`config.mk`:
```
export PLATFORM = sky130hd
export DESIGN_NAME = misr_bist_ctrl
export DESIGN_NICKNAME = d
export VERILOG_FILES = /design/src/rtl/misr_bist_ctrl.sv
export SDC_FILE = /design/constraint.sdc
export NUM_CORES = 1
export LEC_CHECK = 0
export CAP_MARGIN = 10
export CORE_MARGIN = 5
export CORE_UTILIZATION = 45
export DETAILED_ROUTE_END_ITERATION = 7
export PLACE_DENSITY = 0.74
export SLEW_MARGIN = 30
export SYNTH_ARGS = -nofsm -noshare
export SYNTH_HDL_FRONTEND = slang
export SYNTH_SLANG_ARGS = --single-unit
```
`constraint.sdc`:
```
create_clock -name CLK -period 1.8 [get_ports CLK]
set_input_delay 0.36 -clock CLK [delete_from_list [all_inputs] [get_ports CLK]]
set_output_delay 0.36 -clock CLK [all_outputs]
set_load 0.005 [all_outputs]
```
`src/rtl/misr_bist_ctrl.sv`:
```
// -----------------------------------------------------------------------------
// misr_bist_ctrl
//
// BIST sequencer for the 7-bit NOR-feedback MISR signature compactor. The MISR
// has no reset of its own, so this block is its only initialiser:
//   1. FLUSH: drive e2/e1/e0 = 111 for FLUSH_CYCLES cycles. Forcing all three
//      serial inputs high clears h4..h6 on the first edge, and the zeros then
//      shift down through h0..h3, leaving the MISR all-zero.
//   2. RUN: drive the low three bits of an 8-bit LFSR onto e0/e1/e2 for
//      N_PATTERNS cycles, stepping the LFSR every cycle.
//   3. DRAIN: one idle cycle (e=000) to cover the MISR's output register.
//   4. CMP: capture the MISR hf output into `signature` and compare it with
//      GOLDEN.
//   5. DONE: hold the result until the next start.
//
// Optional feature, enabled by defining MISR_BIST_ABORT_EN:
//   adds an `abort` input that drops any busy state back to IDLE.
//
// Handshake: `start` is a level sampled on the rising CLK edge only in IDLE or
// DONE; while busy it is ignored (no queueing). `done` acts as the result
// valid: `pass` and `signature` are meaningful whenever `done` is high, and
// stay stable until the edge that accepts the next `start`.
//
// Parameters:
//   N_PATTERNS   number of compaction cycles, 1..65535
//   GOLDEN       expected signature, same bit order as MISR hf
//   FLUSH_CYCLES cycles of e=111 to flush the MISR, >= 6
//   LFSR_SEED    non-zero seed of the pattern LFSR
//
// Ports:
//   CLK        clock, rising edge
//   RST_N      asynchronous active-low reset
//   start      begin a test (sampled in IDLE/DONE)
//   abort      (MISR_BIST_ABORT_EN only) cancel a running test
//   sig[6:0]   MISR hf output
//   e0,e1,e2   MISR serial inputs (registered)
//   busy       high in FLUSH, RUN, DRAIN, CMP (registered)
//   done       high in DONE (registered)
//   pass       registered compare result, valid while done
//   signature  captured sig value, valid while done
//   dbg_state  current FSM state, for observation only
// -----------------------------------------------------------------------------
module misr_bist_ctrl #(
  parameter int unsigned N_PATTERNS   = 64,
  parameter logic [6:0]  GOLDEN       = 7'h00,
  parameter int unsigned FLUSH_CYCLES = 6,
  parameter logic [7:0]  LFSR_SEED    = 8'h01
) (
  input  logic       CLK,
  input  logic       RST_N,
  input  logic       start,
`ifdef MISR_BIST_ABORT_EN
  input  logic       abort,
`endif
  input  logic [6:0] sig,
  output logic       e0,
  output logic       e1,
  output logic       e2,
  output logic       busy,
  output logic       done,
  output logic       pass,
  output logic [6:0] signature,
  output logic [2:0] dbg_state
);

  typedef enum logic [2:0] {
    ST_IDLE  = 3'd0,
    ST_FLUSH = 3'd1,
    ST_RUN   = 3'd2,
    ST_DRAIN = 3'd3,
    ST_CMP   = 3'd4,
    ST_DONE  = 3'd5
  } state_t;

  // Terminal counts for the shared 16-bit cycle counter.
  localparam logic [15:0] FLUSH_LAST = 16'(FLUSH_CYCLES - 1);
  localparam logic [15:0] RUN_LAST   = 16'(N_PATTERNS - 1);

  state_t      state;
  logic [15:0] cnt;
  logic [7:0]  lfsr;
  logic [7:0]  lfsr_step;
  logic [2:0]  e_reg;   // {e2, e1, e0}

  // Taps at bits 7,5,4,3.
  assign lfsr_step = {lfsr[6:0], lfsr[7] ^ lfsr[5] ^ lfsr[4] ^ lfsr[3]};

  assign e0        = e_reg[0];
  assign e1        = e_reg[1];
  assign e2        = e_reg[2];
  assign dbg_state = state;

  // The e outputs are registered, so the value driven during a cycle is loaded
  // on the edge that enters it. During RUN the lfsr register therefore runs
  // one step ahead of the pattern currently on e: at RUN entry e gets the seed
  // bits and lfsr gets the first stepped value.
  always_ff @(posedge CLK or negedge RST_N) begin
    if (!RST_N) begin
      state     <= ST_IDLE;
      cnt       <= '0;
      lfsr      <= LFSR_SEED;
      e_reg     <= 3'b000;
      busy      <= 1'b0;
      done      <= 1'b0;
      pass      <= 1'b0;
      signature <= 7'h00;
    end else begin
      unique case (state)
        ST_IDLE, ST_DONE: begin
          if (start) begin
            state <= ST_FLUSH;
            cnt   <= '0;
            lfsr  <= LFSR_SEED;
            e_reg <= 3'b111;
            busy  <= 1'b1;
            done  <= 1'b0;
            pass  <= 1'b0;
            // signature deliberately keeps the previous result until CMP.
          end
        end

        ST_FLUSH: begin
          if (cnt == FLUSH_LAST) begin
            state <= ST_RUN;
            cnt   <= '0;
            e_reg <= lfsr[2:0];
            lfsr  <= lfsr_step;
          end else begin
            cnt <= cnt + 16'd1;
          end
        end

        ST_RUN: begin
          lfsr <= lfsr_step;
          if (cnt == RUN_LAST) begin
            state <= ST_DRAIN;
            cnt   <= '0;
            e_reg <= 3'b000;
          end else begin
            cnt   <= cnt + 16'd1;
            e_reg <= lfsr[2:0];
          end
        end

        ST_DRAIN: begin
          state <= ST_CMP;
        end

        ST_CMP: begin
          // sig now holds the MISR state after the last RUN pattern.
          state     <= ST_DONE;
          signature <= sig;
          pass      <= (sig == GOLDEN);
          busy      <= 1'b0;
          done      <= 1'b1;
        end

        default: begin
          state <= ST_IDLE;
          cnt   <= '0;
          e_reg <= 3'b000;
          busy  <= 1'b0;
          done  <= 1'b0;
          pass  <= 1'b0;
        end
      endcase

`ifdef MISR_BIST_ABORT_EN
      // Placed after the case so it overrides any same-cycle transition.
      // busy is high exactly in FLUSH/RUN/DRAIN/CMP.
      if (abort && busy) begin
        state <= ST_IDLE;
        cnt   <= '0;
        lfsr  <= LFSR_SEED;
        e_reg <= 3'b000;
        busy  <= 1'b0;
        done  <= 1'b0;
        pass  <= 1'b0;
      end
`endif
    end
  end

endmodule

```
After elaboration in Yosys (flattened, before gate mapping):

Cells that the tools add are included.
W data, S select, Z words.

* register bits after elaboration: 40
* input port bits: 10
* output and inout bits: 16
* logic and storage cells: 55

* add/sub/neg operators: 1
* equal/unequal tests: 10
* multiplexer cells: 20
* bitwise operators: 5
* reductions and logical operators: 11

Operators with widths (count)
* $pmux W16 S4: 1
* $mux W16: 3
* $pmux W8 S3: 1
* $mux W3: 6
* $add A16 B1 Y16 const B: 1
* $eq A16 B3 Y1 const B: 1
* $eq A16 B6 Y1 const B: 1
* $mux W8: 2
* $pmux W3 S5: 1
* $pmux W3 S4: 1
* $reduce_and A3 Y1: 3
* $logic_not A7 Y1: 1
* $eq A3 B2 Y1 const B: 2
* $eq A3 B3 Y1 const B: 2
* $ne A2 B2 Y1 const B: 3
* $pmux W1 S3: 2
* $reduce_and A2 Y1: 2
* $reduce_or A2 Y1: 2
* $eq A3 B1 Y1 const B: 1
* $logic_not A3 Y1: 1
* $reduce_bool A3 Y1: 1
* $reduce_or A3 Y1: 1
* $xor A1 B1 Y1: 3
* $mux W1: 2
* 2 further kinds: 3

Depth between registers and ports, before layout:

* depth after elaboration: 5
* gate-level depth with buffers: 8
* depth with buffers taken out: 7

Least setup slack after synthesis:

OpenSTA, ideal clock, no wires.

* path type: flip-flop to flip-flop
* from: reg cnt[1]
* to: reg e_reg[0]
* setup time: 0.121 ns
* arrival time: 1.648 ns
* required time: 1.679 ns
* setup slack: 0.031 ns
* cell stages (with the launch flop): 8
* path buffers: 0
* period minus slack after synthesis: 1.769 ns
* cells stage by stage: dfrtp_1 -> inv_1 -> ha_1 -> nor4bb_1 -> nand4_1 -> and2_4 -> or2_1 -> a22o_1

* cells in the longest elaborated chain, start to end: 3
* elaborated cells between the ends (all ways): 6
* those cells by class: eq/ne: 3; mux: 2; reduce/logical: 1

RTL lines
* start: declaration: RTL line 80 `logic [15:0] cnt;`
* start signal: assignment: RTL line 129 `cnt <= cnt + 16'd1;`
* start signal: assignment: RTL line 140 `cnt <= cnt + 16'd1;`
* $eq A16 B6 Y1 or $eq A16 B3 Y1 (tied branches): RTL line 135, 123
* $mux W3 or $ne A2 B2 Y1 (tied branches)
* $pmux W3 S4 or $reduce_and A3 Y1 (tied branches)
* end signal: assignment: RTL line 126 `e_reg <= lfsr[2:0];`
* end signal: assignment: RTL line 141 `e_reg <= lfsr[2:0];`
* end: declaration: RTL line 83 `logic [2:0] e_reg;`

Several ways; a longest one is shown, not always the timed one.
A chain may end at the register's enable or synchronous reset.

Worst setup path after layout:

* from: reg cnt[1]
* to: reg state[0], in the netlist dbg_state[0]

* cells in the longest elaborated chain, start to end: 3
* elaborated cells between the ends (all ways): 5
* those cells by class: eq/ne: 4; reduce/logical: 1

RTL lines
* $eq A16 B6 Y1 or $eq A16 B3 Y1 (tied branches): RTL line 135, 123
* $ne A2 B2 Y1 (no line)
* $reduce_and A3 Y1 (no line) *
* end signal: assignment: RTL line 136 `state <= ST_DRAIN;`
* end signal: assignment: RTL line 146 `state <= ST_CMP;`
* end signal: assignment: RTL line 151 `state <= ST_DONE;`
* end: declaration: RTL line 79 `state_t state;`

Mark *: on every way between the ends. The rest lies on a longest branch, timed or not.

==> results.md <==
- Status: completed
- Area of the multi-input gates: 1140 um^2
- CTS Buf Count: 5
- Die width: 78.9 um
- Post-synthesis cell area: 2130 um^2
- Largest register FFs: 16
- Worst R2R Setup Slack: 0.04 ns
- YS warnings: 0
- Fill cells: 373
- Cells after Synth: 228
- Sequential fraction of the synthesis area: 47.0%
- Synth area leader: dfrtp_1
- DP HPWL: 3440 um
- Largest net degree at the start of global routing: approximately 40
- Synth Area in Simple Gates: 20.9%
- Pwr/cell area: 1460 nW/um^2
- Critical setup path kind: flop to flop
- Pleak: 1.26 nW
- Number of I/O port buffers: 25
- Initial Util: 45.8%
- Tightest Hold Check Type: primary input to async pin
- Yosys reg bits: 40
- Root buffer cell: clkbuf_8
- Nets: 310
- CP Max Fanout: 7
- Max IR drop VDD: 0.825 mV
- Routed vias: 1,869
- Synth Area in Adders: 1.64%
- WP data arrival: 1.99 ns
- Synth cell count leaders: dfrtp_1, nand2_1, o21ai_0
- Endpoints failing setup: 0
- WL/cell: 14.1 um
- CTS tree: built
- Top post-synthesis cells by area: dfrtp_1, o21ai_0, nand2_1
- Worst-Skew Late Latency: 0.29 ns
- Critical path endpoint category: flop
- Vias in the first global route: around 1,800
- Die area: 6220 um^2
- Final Skew: 0.00793 ns
- Largest Register: cnt
- Number of antenna violations at the first check in global routing: 0
- Core footprint: 4660 um^2
- R2r startpoint: cnt[1]
- Regs by FF count: cnt (16), lfsr (8), signature (7)
- Worst Path Required: 2.03 ns
- CTS Buffer Depth: 2
- Total track usage: 16.2%
- DRC Markers: 0
- Cell area after layout: 2980 um^2
- Count leader, synth: dfrtp_1
- Post-Synth XOR/XNOR Area: 4.11%
- GPL Wtd Cong: between 0.8 and 0.9
- # IOs: 26
- Clock-pin slew of the registers on the worst-case setup and hold paths: 0.07 ns
- Post-synth top area share: a little under half
- Number of synthesized flops with an enable pin: 0
- Fmax: ~570 MHz
- Setup crit start: cnt[1]
- Layout cells sized above 1: 31.4%
- Sequential cell area: 1010 um^2
- Setup tns final: 0 ns
- Slew margin rel.: 66.4%
- Nature of the critical path startpoint: flop
- Syn nets: 240
- Post-placement cell area: between 2000 and 3000 um^2
- Tmin final: 1.76 ns
- DR iter-0 viols: roughly 160
- Detail Route Antenna Nets: 0
- Most common flop cell mapped by yosys: dfrtp_1
- Syn_area_per_cell: between 9 and 10 um^2
- Core Rows: 25
- Async set-reset flop share out of synthesis: 100%
- Complex-gate fraction of the synthesized area: ~17%
- Area growth syn-to-layout: 39.5%
- Maxcap violations: 0
- # H-tree levels: 2
- Worst slew pin tran: 0.501 ns
- Drt first pass iters: 4
- First-pass GRT wire length: 8010 um
- Overall routed net length: 4980 um
- Die outline height: 78.9 um
- Synth cell types: 48
- DR vias/cell: 5.29
- Largest family of logic cells by synthesized area: simple AND/OR/NAND/NOR gates
- Unrepaired setup endpoints after global routing: true
- Grt ovf: 0
- Fin. Hold Viols: 0
- Ant diodes: 0
- Mux cell area share after synthesis: 3.70%
- Final Cycle Share: 97.9%
- Fin util: 63.9%
- Pins Over Slew Limit: 0
- Sink Count: 40
-- timing repair --
item,4_1_cts,5_1_grt
gates resized for setup,8,26
setup endpoints to repair,28,28
cloned,0,0
pin swaps,4,13
hold buffers,0,0
buffers inserted,2,6
-- area by class of cell --
type	instances	share of cell area [%]
Multi-Input combinational cell	164	38.3
Sequential cell	40	33.8
Timing Repair Buffer	73	21.1
Clock buffer	7	2.56
Tap cell	54	2.27
Inverter	14	1.77
Clock inverter	1	0.168
-- routing by layer --
metal / up-vias / share of wire, % / global-route usage [%]
met3: 4 / 5.5 / 6.01
met5: - / 0 / 0
met4: 0 / 0.50 / 3.61
met1: 879 / 45 / 21.8
met2: 39 / 49 / 25.0
li1: 947 / - / -
-- placed cells by master (no fill, tap or decap), drive strengths merged, types with 8 or more instances in the layout --
cell type      count
a21oi              8
buf               49
clkdlybuf4s50     24
dfrtp             39
inv               14
nand2             23
nand3             13
nor2              15
nor3               9
o21ai             23
-- path summary, 6_finish.rpt --
kind / to / cells past startpoint
max: dbg_state[0] / 9
min: cnt[5] / 2
max reg2reg: dbg_state[0] / 9
min reg2reg: dbg_state[1] / 1
max in group asynchronous: dbg_state[2] / 2
min in group CLK: dbg_state[1] / 1
-- stage by stage --
step	power, W	std cells	worst slack, ns	hold slack (ns)
2_1_floorplan	0.00247	228	0.0311	0.0644
5_1_grt	0.00470	353	-0.0632	0.149
3_5_place_dp	0.00347	337	-0.135	0.450
4_1_cts	0.00412	347	0.00602	0.136
3_3_place_gp	0.00343	337	-0.104	0.445
6_report	0.00436	353	0.0376	0.112
-- critical path: stages (launching register included) --
cell     delay (ns)
dfrtp_1        0.38
buf_6          0.12
ha_4           0.14
nand3_4        0.08
nor4_4         0.35
a21oi_4        0.15
buf_4          0.15
buf_4          0.12
a21oi_2        0.10
or2_4          0.12
-- cells by family (layout without fill, tap and decap cells) --
family | count (synthesis) | in the layout
AO/OA/AOI/OAI | 57 | 57
XOR/XNOR | 10 | 10
adder cells (fa/ha/maj) | 3 | 3
buffers and inverters | 24 | 95
flip-flops | 40 | 40
multiplexers | 7 | 7
AND/OR/NAND/NOR | 87 | 87
-- power by group --
group	switching, W	internal (W)
clock network	0.000299	0.000272
logic	0.00110	0.00134
registers	0.000195	0.00116
total	0.00159	0.00277
(Power assumes the default switching activity.)
